`config.mk`:
```
export PLATFORM = sky130hd
export DESIGN_NAME = ram_port_arbiter
export DESIGN_NICKNAME = d
export VERILOG_FILES = /design/src/rtl/ram_port_arbiter.sv
export SDC_FILE = /design/constraint.sdc
export NUM_CORES = 1
export LEC_CHECK = 0
export ABC_CLOCK_PERIOD_IN_PS = 3800
export BUFFER_PORTS_ARGS = -buffer_cell sky130_fd_sc_hd__buf_2
export CORE_MARGIN = 5
export CORE_UTILIZATION = 38
export CTS_CLUSTER_DIAMETER = 60
export DETAILED_ROUTE_END_ITERATION = 6
export PLACE_DENSITY_LB_ADDON = 0.12
export REMOVE_ABC_BUFFERS = 1
export SLEW_MARGIN = 10
export SYNTH_ARGS = -nofsm -noshare
export SYNTH_HDL_FRONTEND = slang
export SYNTH_SLANG_ARGS = --single-unit
```
`constraint.sdc`:
```
create_clock -name clk -period 3.8 [get_ports clk]
set_clock_uncertainty 0.1 [all_clocks]
set_input_delay 0.57 -clock clk [delete_from_list [all_inputs] [get_ports clk]]
set_output_delay 0.57 -clock clk [all_outputs]
set_load 0.03 [all_outputs]
```
`src/rtl/ram_port_arbiter.sv`:
```
`default_nettype none
// ============================================================================
//  Module      : ram_port_arbiter
//  Description : Round-robin arbiter that shares one single-port polynomial
//                RAM between the decrypt datapath units. It issues a
//                registered one-hot grant and supports burst lock with a
//                bounded hold. Read-valid is returned to the issuing
//                requester after a fixed RAM read latency.
//  Revision    : 1.0 - initial release
// ============================================================================
module ram_port_arbiter #(
    parameter int N_REQ    = 4,
    parameter int ADDR_W   = 10,
    parameter int DATA_W   = 32,
    parameter int RD_LAT   = 1,
    parameter int MAX_HOLD = 16
) (
    input  logic                      clk,
    input  logic                      rst,
    input  logic [N_REQ-1:0]          req,
    input  logic [N_REQ-1:0]          lock,
    input  logic [N_REQ-1:0]          we,
    input  logic [N_REQ*ADDR_W-1:0]   addr,
    input  logic [N_REQ*DATA_W-1:0]   wdata,
    output logic [N_REQ-1:0]          gnt,
    output logic [N_REQ-1:0]          rvalid,
    output logic                      ram_en,
    output logic                      ram_we,
    output logic [ADDR_W-1:0]         ram_addr,
    output logic [DATA_W-1:0]         ram_wdata,
    output logic                      busy
);

    localparam int PTR_W  = (N_REQ > 1) ? $clog2(N_REQ) : 1;
    localparam int HOLD_W = $clog2(MAX_HOLD + 1);
    localparam logic [HOLD_W-1:0] HOLD_LIMIT = HOLD_W'(MAX_HOLD);
    localparam logic [PTR_W-1:0]  LAST_IDX   = PTR_W'(N_REQ - 1);

    typedef enum logic [0:0] {
        ST_IDLE  = 1'b0,
        ST_OWNED = 1'b1
    } state_t;

    state_t              state_q, state_d;
    logic [N_REQ-1:0]    gnt_q, gnt_d;
    logic [PTR_W-1:0]    ptr_q, ptr_d;
    logic [HOLD_W-1:0]   hold_q, hold_d;
    logic [N_REQ-1:0]    rd_pipe_q [RD_LAT];
    logic [N_REQ-1:0]    rd_pipe_d [RD_LAT];

    logic [N_REQ-1:0]    access_vec;
    logic [N_REQ-1:0]    others_vec;
    logic [PTR_W-1:0]    owner_idx;
    logic [PTR_W-1:0]    after_owner;
    logic                owner_we;
    logic                owner_lock;
    logic [HOLD_W-1:0]   hold_inc;
    logic                forced_rel;
    logic                release_now;

    // First set bit of cand at or after start, wrapping from N_REQ-1 to 0.
    function automatic logic [N_REQ-1:0] rr_pick(input logic [N_REQ-1:0] cand,
                                                 input logic [PTR_W-1:0] start);
        logic [N_REQ-1:0] pick;
        logic             found;
        logic [PTR_W:0]   sum;
        logic [PTR_W-1:0] idx;
        pick  = '0;
        found = 1'b0;
        for (int i = 0; i < N_REQ; i++) begin
            sum = {1'b0, start} + (PTR_W+1)'(i);
            if (sum >= (PTR_W+1)'(N_REQ)) begin
                sum = sum - (PTR_W+1)'(N_REQ);
            end
            idx = sum[PTR_W-1:0];
            if (!found && cand[idx]) begin
                pick[idx] = 1'b1;
                found     = 1'b1;
            end
        end
        return pick;
    endfunction

    // The owner only accesses the RAM in cycles where it still requests.
    assign access_vec = gnt_q & req;
    assign others_vec = req & ~gnt_q;
    assign ram_en     = |access_vec;
    assign ram_we     = owner_we & ram_en;

    // Decode the owner index and steer its address, data and controls.
    always_comb begin
        owner_idx  = '0;
        owner_we   = 1'b0;
        owner_lock = 1'b0;
        ram_addr   = '0;
        ram_wdata  = '0;
        for (int i = 0; i < N_REQ; i++) begin
            if (gnt_q[i]) begin
                owner_idx  = PTR_W'(i);
                owner_we   = we[i];
                owner_lock = lock[i];
                ram_addr   = addr[i*ADDR_W +: ADDR_W];
                ram_wdata  = wdata[i*DATA_W +: DATA_W];
            end
        end
    end

    // Release bookkeeping: pointer successor, saturating hold, release reason.
    always_comb begin
        after_owner = (owner_idx == LAST_IDX) ? '0 : owner_idx + PTR_W'(1);
        hold_inc    = (hold_q == HOLD_LIMIT) ? hold_q : hold_q + HOLD_W'(ram_en);
        // A lone owner is never forced off, however long it holds.
        forced_rel  = (hold_inc == HOLD_LIMIT) && (|others_vec);
        // Leave when not requesting, when unlocked after this access, or forced.
        release_now = !ram_en || !owner_lock || forced_rel;
    end

    // Next-state logic for the IDLE/OWNED grant machine.
    always_comb begin
        state_d = state_q;
        gnt_d   = gnt_q;
        ptr_d   = ptr_q;
        hold_d  = hold_q;
        case (state_q)
            ST_IDLE: begin
                hold_d = '0;
                gnt_d  = '0;
                if (|req) begin
                    gnt_d   = rr_pick(req, ptr_q);
                    state_d = ST_OWNED;
                end
            end
            ST_OWNED: begin
                if (release_now) begin
                    ptr_d  = after_owner;
                    hold_d = '0;
                    // Handing straight to the next waiter avoids an idle bubble;
                    // the outgoing owner is excluded so it queues behind others.
                    if (|others_vec) begin
                        gnt_d   = rr_pick(others_vec, after_owner);
                        state_d = ST_OWNED;
                    end else begin
                        gnt_d   = '0;
                        state_d = ST_IDLE;
                    end
                end else begin
                    hold_d = hold_inc;
                end
            end
            default: begin
                state_d = ST_IDLE;
                gnt_d   = '0;
                hold_d  = '0;
            end
        endcase
    end

    // Read-return pipeline: one-hot tags shift for RD_LAT cycles.
    always_comb begin
        rd_pipe_d[0] = access_vec & ~we;
        for (int s = 1; s < RD_LAT; s++) begin
            rd_pipe_d[s] = rd_pipe_q[s-1];
        end
    end

    // Arbitration state registers.
    always_ff @(posedge clk or posedge rst) begin
        if (rst) begin
            state_q <= ST_IDLE;
            gnt_q   <= '0;
            ptr_q   <= '0;
            hold_q  <= '0;
        end else begin
            state_q <= state_d;
            gnt_q   <= gnt_d;
            ptr_q   <= ptr_d;
            hold_q  <= hold_d;
        end
    end

    // Read tag registers; reset drops every read in flight.
    always_ff @(posedge clk or posedge rst) begin
        if (rst) begin
            for (int s = 0; s < RD_LAT; s++) begin
                rd_pipe_q[s] <= '0;
            end
        end else begin
            rd_pipe_q <= rd_pipe_d;
        end
    end

    assign gnt    = gnt_q;
    assign busy   = |gnt_q;
    assign rvalid = rd_pipe_q[RD_LAT-1];

endmodule
`default_nettype wire

```
==> metrics.cfg, run 1 <==
[place]
port_buffers=234
place_worst_setup_slack_ns=0.676
place_hpwl_microns=9850
place_congestion=0.927

[detailed_routing]
vias_per_cell=5.73
routedWlPerCell_microns=20.1
vias=3451
wl_microns=12100
first_pass_iters=5
drt_iter0_drc=204
post-route-drc-count=0
antenna_left=0

[timing]
timing.hold.ws_ns=0.280
drv_slew=0
grt_setup_unrepaired=no
period_minus_slack_ns=3.13
fin_crit_sh_pct=82.5
hold_violations=0
slew_headroom_pct=40.4
setup_ws_ns=0.666
finalSetupTns_ns=0
setup_violations=0
clock.fmax_mhz=319
tightest_slew_ns=0.882

[clock_network]
cts_buffer_depth=2
cts_setup_buffers=0
hold_buffers=0
htree_levels=1
clock-root-buffer=clkbuf_8
numCtsBuffers=3
cts_tree=built
cts.clk_slew.worst_paths_ns=0.07
cts_resized=0
clkLatencyLatePin_ns=0.25
cts.sinks=16

[logic_synthesis]
synth-edff-count=0
synth_common_cells=51 x nor2_1, 47 x a22oi_1, 42 x a221o_1
ys_dominant_reg_cell=dfrtp_1
ys_seq_elements=16
netlist_area_sq_um=2490
yosysMostFrequentCell=nor2_1
synth_top_cell_by_area=a221o_1
yosysTopAreaCellShare_pct=16.9
syn_inst=307
yosys-top-cells-area=a221o_1 17%, dfrtp_1 16%, a22oi_1 14%
yosys.cell_types.count=58
syn-mean-instance-area_sq_um=8.11
synth-seq-area-share_pct=16.1
async_flop_share_pct=100
synth_warnings=0

[min_path]
min_path_type=in -> async

[power_and_ir_drop]
cellLeakagePower_nw=2.03
total_power_w=0.00261
netSwitchingPower_w=0.00153
peakVddDrop_mv=0.482
powerDensity_nw_per_um2=698
power_frac_comb_pct=83.4
pwr-share-clk_pct=5.9
p_seq_share_pct=10.8
sw_frac_of_total_pct=58.5
internal-power_w=0.00109

[cells_and_area]
fillCellCount=627
areaGrowthSynthToFinish_pct=50.4
drive_gt1_share_pct=50.0
fin_nets=719
multi_input_area_sq_um=1940
seqCellArea_sq_um=403

[floorplan]
start_util_pct=39.2
coreArea_sq_um=6350
num_rows=29
dieArea_sq_um=8270
die_h_microns=90.9
ios=235
die_w_microns=90.9

[global_route]
grt_max_degree=87
antenna_found_initial=3
grt-ovfl-total=0
grt.total_usage_pct=26.7
grt_pass1_wl_microns=17800
grt_pass1_vias=3322

[critical_path]
worstPathArrival_ns=2.46
path_class=reg -> out
critPathMaxFanout=41
cp-end-kind=primary output
required_ns=3.13
start_kind=register

[flow_run]
max_cap_violations=0

[status]
status=finished clean

routing by layer:
metal	GRT usage [%]	routed length (microns)
met1	28.6	4180
met2	51.7	6710
met3	5.37	867
met4	8.19	334
met5	0	0
cells by family after synthesis:
family                     Yosys count  synth area share (%)
and+or+nand+nor                    106                  21.8
AOI/OAI and AO/OA                  124                  42.5
muxes                                7                  5.08
DFF                                 16                  16.1
buffers and inverters               36                  6.13
xor gates and xnor gates             4                  1.41
adders and majority gates           14                  7.04
metrics by stage:
| stage | cells | instance area (sq um) | util [%] |
|---|---|---|---|
| after global placement | 595 | 3680 | 58.0 |
| after CTS | 599 | 3740 | 58.9 |
| after detailed placement | 595 | 3680 | 58.0 |
| final | 602 | 3740 | 59.0 |
| after global routing | 602 | 3740 | 59.0 |
| after floorplan | 279 | 2370 | - |
registers in the layout, summed over array words and instances (netlist names):
signal and cells:
ptr_q 2, gnt 4, hold_q 5, rvalid 4
state_q 1
area by class of cell:
cell class | instances | share of cell area, %
sequential | 16 | 10.8
clock buffer | 4 | 1.47
antenna | 3 | 0.200
multi-input combinational | 255 | 51.9
timing repair buffer | 239 | 32.3
tap | 77 | 2.57
inverter | 8 | 0.802
cells in the final DEF, fill, tap and decap left out, drive strengths merged, types with 2 or more instances in the layout:
cell    instances
a211o           2
a21oi           6
a221o          42
a221oi          5
a22oi          48
a31oi           2
and2            2
and3            4
buf           239
clkbuf          4
dfrtp          16
diode           3
ha             14
inv             8
mux2            2
mux4            4
nand2          13
nand2b          3
nand3           2
nor2           51
nor2b           7
nor3            4
nor3b           3
nor4            4
o211ai          3
o21ai           8
or2             4
or3             2
or3b            2
xor2            3
path summary, 6_finish.rpt:
kind | start | endpoint | slack, ns | cells after the start
worst max-delay path | gnt[2]$_DFFE_PP0P_ | ram_wdata[22] | 0.67 | 7
worst min-delay path | rst | rvalid[2]$_DFF_PP0_ | 0.28 | 2
worst max register to register | gnt[2]$_DFFE_PP0P_ | gnt[1]$_DFFE_PP0P_ | 0.79 | 9
worst min register to register | state_q$_DFF_PP0_ | ptr_q[0]$_DFFE_PP0P_ | 0.51 | 2
max in group asynchronous | rst | gnt[2]$_DFFE_PP0P_ | 2.90 | 2
min in group clk | we[2] | rvalid[2]$_DFF_PP0_ | 0.39 | 2
power groups by stage:
stage,sequential (W),clock (W),combinational [W]
6_report,0.000282,0.000153,0.00218
3_5_place_dp,0.000284,0,0.00216
2_1_floorplan,0.000363,0,0.00147
4_1_cts,0.000280,0.000153,0.00217
5_1_grt,0.000289,0.000166,0.00235
3_3_place_gp,0.000282,0,0.00213
critical path, cell delays in order, from the launching register on:
cell	delay [ns]
dfrtp_2	0.61
buf_4	0.42
nor2b_4	0.06
buf_4	0.27
a22oi_1	0.25
nor2_1	0.10
a221o_1	0.30
buf_2	0.18
(Power assumes the default switching activity.)
==> run 2: changes to the inputs <==
Settings changed: ABC_CLOCK_PERIOD_IN_PS 3800 to 3150.
Clock period 3.8 ns to 3.15 ns, I/O delays scaled along.
==> run 2 against run 1 <==
Against the previous run:
- worst setup slack worse by 0.50 ns
- clock-buffer cell count did not move
- clock power up 20%
- register-to-register slack got worse by 0.46 ns
- non-clock buffer count grew 2
- total power up 21%
- via count increased by 0.96%
- cell count up 0.50%
- sequential cell count did not move
- sequential share of layout area is 0.093 points lower
- critical path type unchanged
- largest cell class unchanged
==> metrics.cfg, run 2 (same netlist as run 1, synthesis figures left out) <==
[cells_and_area]
drive_gt1_share_pct=50.3  ; +0.29 points
fillCellCount=632  ; +0.80%
final_common_cell=buf_2
seqCellArea_sq_um=403  ; unchanged
areaGrowthSynthToFinish_pct=51.7
largest_reg_flops=5  ; unchanged
fin_nets=722  ; +0.42%
mostFrequentLayoutCells=234 x buf_2, 51 x nor2_1, 47 x a22oi_1, 42 x a221o_1
largest-register=hold_q
stdcell_area_sq_um=3780  ; +0.87%
multi_input_area_sq_um=1960  ; +0.71%

[critical_path]
critPathMaxFanout=42  ; +2.4%
start_kind=register
reg2reg_slack_ns=0.33  ; -0.46 ns
cp-end-kind=primary output
r2r-end=gnt[0]$_DFFE_PP0P_
path_cells=buf_4 > or2_1 > nor2_1 > and2_1 > buf_6 > a221o_1 > buf_2
worstPathBufferInverterCount=3  ; unchanged
rr_startpoint=gnt[2]$_DFFE_PP0P_
required_ns=2.58  ; -0.55 ns
max_stage_delay_ns=0.48  ; -0.13 ns
path_class=reg -> out
critPathSlowestCell=dfrtp_2
reg2reg_depth=9  ; unchanged
cpLargestDelayFamily=buffers and inverters
worstPathArrival_ns=2.41  ; -0.05 ns

[clock_network]
cts_setup_buffers=0  ; unchanged
htree_levels=1  ; unchanged
hold_buffers=0  ; unchanged
cts.clk_slew.worst_paths_ns=0.07  ; about the same
cts_tree=built
cts_buffer_depth=2  ; unchanged
clkLatencyLatePin_ns=0.25  ; about the same
cts.sinks=16  ; unchanged
numCtsBuffers=3  ; unchanged
clock-root-buffer=clkbuf_8

[status]
status=finished clean

[min_path]
min_path_type=in -> async

[timing]
tightest_slew_ns=0.815  ; -0.0666 ns
clock.fmax_mhz=336
grt_setup_unrepaired=no
drv_slew=0  ; unchanged
setup_violations=0  ; unchanged
hold_violations=0  ; unchanged
slew_headroom_pct=44.9  ; +4.5 points
period_minus_slack_ns=2.98
fin_crit_sh_pct=94.6

[global_route]
grt.total_usage_pct=26.9  ; +0.20 points
grt_pass1_vias=3368  ; +1.4%
grt-ovfl-total=0  ; unchanged
grt_pass1_wl_microns=18100  ; +1.2%
grt_max_degree=57  ; -34%
antenna_found_initial=3  ; unchanged

[power_and_ir_drop]
powerDensity_nw_per_um2=836  ; +20%
total_power_w=0.00316  ; +21%
cellLeakagePower_nw=2.05  ; +0.82%
peakVddDrop_mv=0.513  ; +6.4%

[detailed_routing]
vias_per_cell=5.76  ; +0.46%
routedWlPerCell_microns=20.2  ; +0.73%
post-route-drc-count=0  ; unchanged
first_pass_iters=4  ; -1
drt_iter0_drc=175  ; -14%
vias=3484  ; +0.96%
wl_microns=12200  ; +1.2%
antenna_left=0  ; unchanged

[place]
place_congestion=0.948  ; +2.3%
port_buffers=234  ; unchanged
placement.cell_area_sq_um=3700  ; +0.41%
place_hpwl_microns=10000  ; +1.9%

[floorplan]
die_w_microns=90.9  ; unchanged
start_util_pct=39.2  ; unchanged
die_h_microns=90.9  ; unchanged
num_rows=29  ; unchanged
ios=235  ; unchanged
dieArea_sq_um=8270  ; unchanged
coreArea_sq_um=6350  ; unchanged

[flow_run]
max_cap_violations=0  ; unchanged

run 2: final cells by class:
type | instances | area share, %
sequential | 16 | 10.7
timing repair buffer | 241 | 32.5
tap | 77 | 2.55
inverter | 8 | 0.795
antenna | 3 | 0.199
multi-input combinational | 256 | 51.8
clock buffer | 4 | 1.46
run 2: repair_timing:
item / in CTS / in global routing
resized for setup: 0 / 2
hold endpoints to repair: 0 / 0
setup endpoints to repair: 0 / 39
run 2: worst max path at each step:
stage / slack, ns / to / cells after the start / startpoint
5_1_grt: 0.06 / ram_wdata[7] / 7 / gnt[3]$_DFFE_PP0P_
3_5_place_dp: 0.23 / ptr_q[1]$_DFFE_PP0P_ / 10 / req[3]
6_report: 0.17 / ram_wdata[5] / 7 / gnt[3]$_DFFE_PP0P_
3_3_place_gp: 0.31 / ptr_q[1]$_DFFE_PP0P_ / 10 / req[3]
2_1_floorplan: -1.20 / ptr_q[1]$_DFFE_PP0P_ / 9 / gnt[3]$_DFFE_PP0P_
4_1_cts: 0.09 / ram_addr[6] / 6 / gnt[1]$_DFFE_PP0P_
run 2: report_power, final:
part | leakage [nW] | internal [W] | switching (W) | total (W)
Sequential | 0.209 | 0.000250 | 0.0000849 | 0.000335
Clock | 0.0288 | 0.000111 | 0.0000720 | 0.000183
Combinational | 1.81 | 0.000968 | 0.00167 | 0.00264
Total | 2.05 | 0.00133 | 0.00183 | 0.00316
run 2: worst reg2reg max path: stages, from the launching register on:
cell,delay (ns)
dfrtp_2,0.50
nand2_1,0.13
nand4_1,0.12
ha_1,0.22
ha_1,0.23
xor2_1,0.17
or3_1,0.36
a221oi_4,0.41
nor3_2,0.16
a211o_1,0.32
run 2: stage by stage:
step | utilization (%) | setup WS [ns] | hold slack, ns | setup TNS [ns] | cells
finish | 59.5 | 0.171 | 0.198 | 0 | 605
global placement | 58.2 | 0.306 | 0.478 | 0 | 597
global route | 59.5 | 0.0594 | 0.242 | 0 | 605
CTS | 59.1 | 0.0918 | 0.212 | 0 | 601
detailed placement | 58.2 | 0.232 | 0.481 | 0 | 597
floorplan | - | -1.20 | 0.286 | -42.94 | 279
run 2: per-layer routing:
| layer | GRT usage [%] | share of wire (%) | vias to the layer above |
|---|---|---|---|
| met3 | 6.20 | 6.8 | 22 |
| met4 | 11.4 | 3.6 | 0 |
| met5 | 0 | 0 | - |
| met1 | 29.0 | 36 | 1623 |
| li1 | - | - | 1668 |
| met2 | 49.8 | 54 | 171 |
==> run 3: changes to the inputs <==
Settings changed: CAP_MARGIN set to 40, REMOVE_ABC_BUFFERS 1 to not set.
==> run 3 against run 2 <==
Against the previous run:
- critical path depth is 3 higher
- worst setup slack better by 0.076 ns
- critical path type is now reg -> reg
- core utilization is 0.20 points higher
- global-route usage is 1.3 points lower
==> metrics.cfg, run 3 (same netlist as run 1, synthesis figures left out) <==
[status]
status=finished clean

[global_route]
grt_pass1_wl_microns=17500  ; -3.3%
grt_max_degree=90  ; +58%
grt.total_usage_pct=25.6  ; -1.3 points
grt-busiest-layer=met2
grt-ovfl-total=0  ; unchanged
antenna_found_initial=10  ; +7
grtUsageMet3_pct=7.52  ; +1.3 points
grt_pass1_vias=3328  ; -1.2%
grt_use_met1_pct=27.8  ; -1.2 points
met2_usage_pct=45.7  ; -4.1 points

[clock_network]
cts_tree=built
cts_setup_buffers=0  ; unchanged
htree_levels=1  ; unchanged
cts_resized=0  ; unchanged
numCtsBuffers=3  ; unchanged
clock-root-buffer=clkbuf_8
clkLatencyLatePin_ns=0.25  ; about the same
cts.clk_slew.worst_paths_ns=0.07  ; about the same
hold_buffers=0  ; unchanged
cts.sinks=16  ; unchanged
cts_buffer_depth=2  ; unchanged

[timing]
drv_slew=0  ; unchanged
fin_crit_sh_pct=92.2  ; -2.4 points
setup_violations=0  ; unchanged
grt_setup_unrepaired=no
timing.hold.ws_ns=0.194  ; -0.00331 ns
tightest_slew_ns=0.869  ; +0.0540 ns
finalSetupTns_ns=0  ; unchanged
hold_violations=0  ; unchanged
setup_ws_ns=0.247  ; +0.0756 ns
slew_headroom_pct=41.3  ; -3.6 points
period_minus_slack_ns=2.90  ; -0.0756 ns
clock.fmax_mhz=344  ; +2.6%

[detailed_routing]
drt_iter0_drc=163  ; -6.9%
vias=3471  ; -0.37%
wl_microns=11500  ; -5.8%
antenna_left=0  ; unchanged
routedWlPerCell_microns=19.0  ; -6.2%
post-route-drc-count=0  ; unchanged
vias_per_cell=5.71  ; -0.86%
first_pass_iters=4  ; unchanged

[place]
place_congestion=0.946  ; -0.26%
placement.cell_area_sq_um=3710  ; +0.47%
port_buffers=234  ; unchanged
place_worst_setup_slack_ns=0.102  ; -0.130 ns
place_hpwl_microns=9480  ; -5.5%

[power_and_ir_drop]
powerDensity_nw_per_um2=832  ; -0.49%
cellLeakagePower_nw=2.03  ; -0.93%
total_power_w=0.00315  ; -0.16%
peakVddDrop_mv=0.525  ; +2.3%

[flow_run]
max_cap_violations=0  ; unchanged

[critical_path]
worstPathArrival_ns=3.00  ; +0.59 ns
required_ns=3.25  ; +0.67 ns
start_kind=register
critPathMaxFanout=8  ; -81%
path_class=reg -> reg
cp-end-kind=register

[floorplan]
coreArea_sq_um=6350  ; unchanged
num_rows=29  ; unchanged
dieArea_sq_um=8270  ; unchanged
ios=235  ; unchanged
die_h_microns=90.9  ; unchanged
die_w_microns=90.9  ; unchanged
start_util_pct=39.2  ; unchanged

[cells_and_area]
fin_nets=720  ; -0.28%
largest-register=hold_q
drive_gt1_share_pct=50.7  ; +0.38 points
mostFrequentLayoutCells=234 x buf_2, 51 x nor2_1, 47 x a22oi_1, 42 x a221o_1
final_common_cell=buf_2
largest_reg_flops=5  ; unchanged
stdcell_area_sq_um=3790  ; +0.33%
areaGrowthSynthToFinish_pct=52.2

[logic_synthesis]
synth_nets=503

[min_path]
min_path_type=in -> async

[run 3: final timing paths]
path / start / slack [ns] / end / depth (start not counted)
worst max-delay path: gnt[2]$_DFFE_PP0P_ / 0.25 / gnt[0]$_DFFE_PP0P_ / 10
max in group asynchronous: rst / 2.28 / gnt[2]$_DFFE_PP0P_ / 2
min in group clk: we[0] / 0.29 / rvalid[0]$_DFF_PP0_ / 2
worst max register to register: gnt[2]$_DFFE_PP0P_ / 0.25 / gnt[0]$_DFFE_PP0P_ / 10
worst min register to register: state_q$_DFF_PP0_ / 0.50 / ptr_q[0]$_DFFE_PP0P_ / 2
worst min-delay path: rst / 0.19 / rvalid[3]$_DFF_PP0_ / 2
[run 3: critical path: stages (launching register included)]
cell	delay [ns]
dfrtp_2	0.47
nand2_1	0.11
nand4_1	0.23
ha_2	0.28
ha_2	0.20
xor2_1	0.15
or3_1	0.35
a221oi_4	0.43
o21ai_1	0.19
a31oi_1	0.23
a211o_1	0.13
[run 3: cell type report]
cell class                      instances  area [sq um]
Inverter                                8          30.0
Multi-Input combinational cell        255          1960
Fill cell                             603          2560
Clock buffer                            4          55.1
Antenna cell                            8          20.0
Timing Repair Buffer                  240          1230
Tap cell                               77          96.3
Sequential cell                        16           404
[run 3: power by group]
group	internal [W]	total, W	switching [W]
logic	0.000973	0.00267	0.00170
registers	0.000251	0.000300	0.0000491
clock network	0.000111	0.000184	0.0000733
total	0.00134	0.00315	0.00182
[run 3: routing by layer]
metal  wire length [microns]  vias to the layer above
met5                      21                        -
met1                    4100                     1604
met2                    6030                      167
li1                        -                     1670
met3                    1010                       26
met4                     382                        4
[run 3: stage by stage]
| step | utilization, % | cells |
|---|---|---|
| 5_1_grt | 59.7 | 608 |
| 4_1_cts | 59.4 | 600 |
| 3_3_place_gp | 58.5 | 596 |
| 6_report | 59.7 | 608 |
| 3_5_place_dp | 58.5 | 596 |
| 2_1_floorplan | - | 307 |
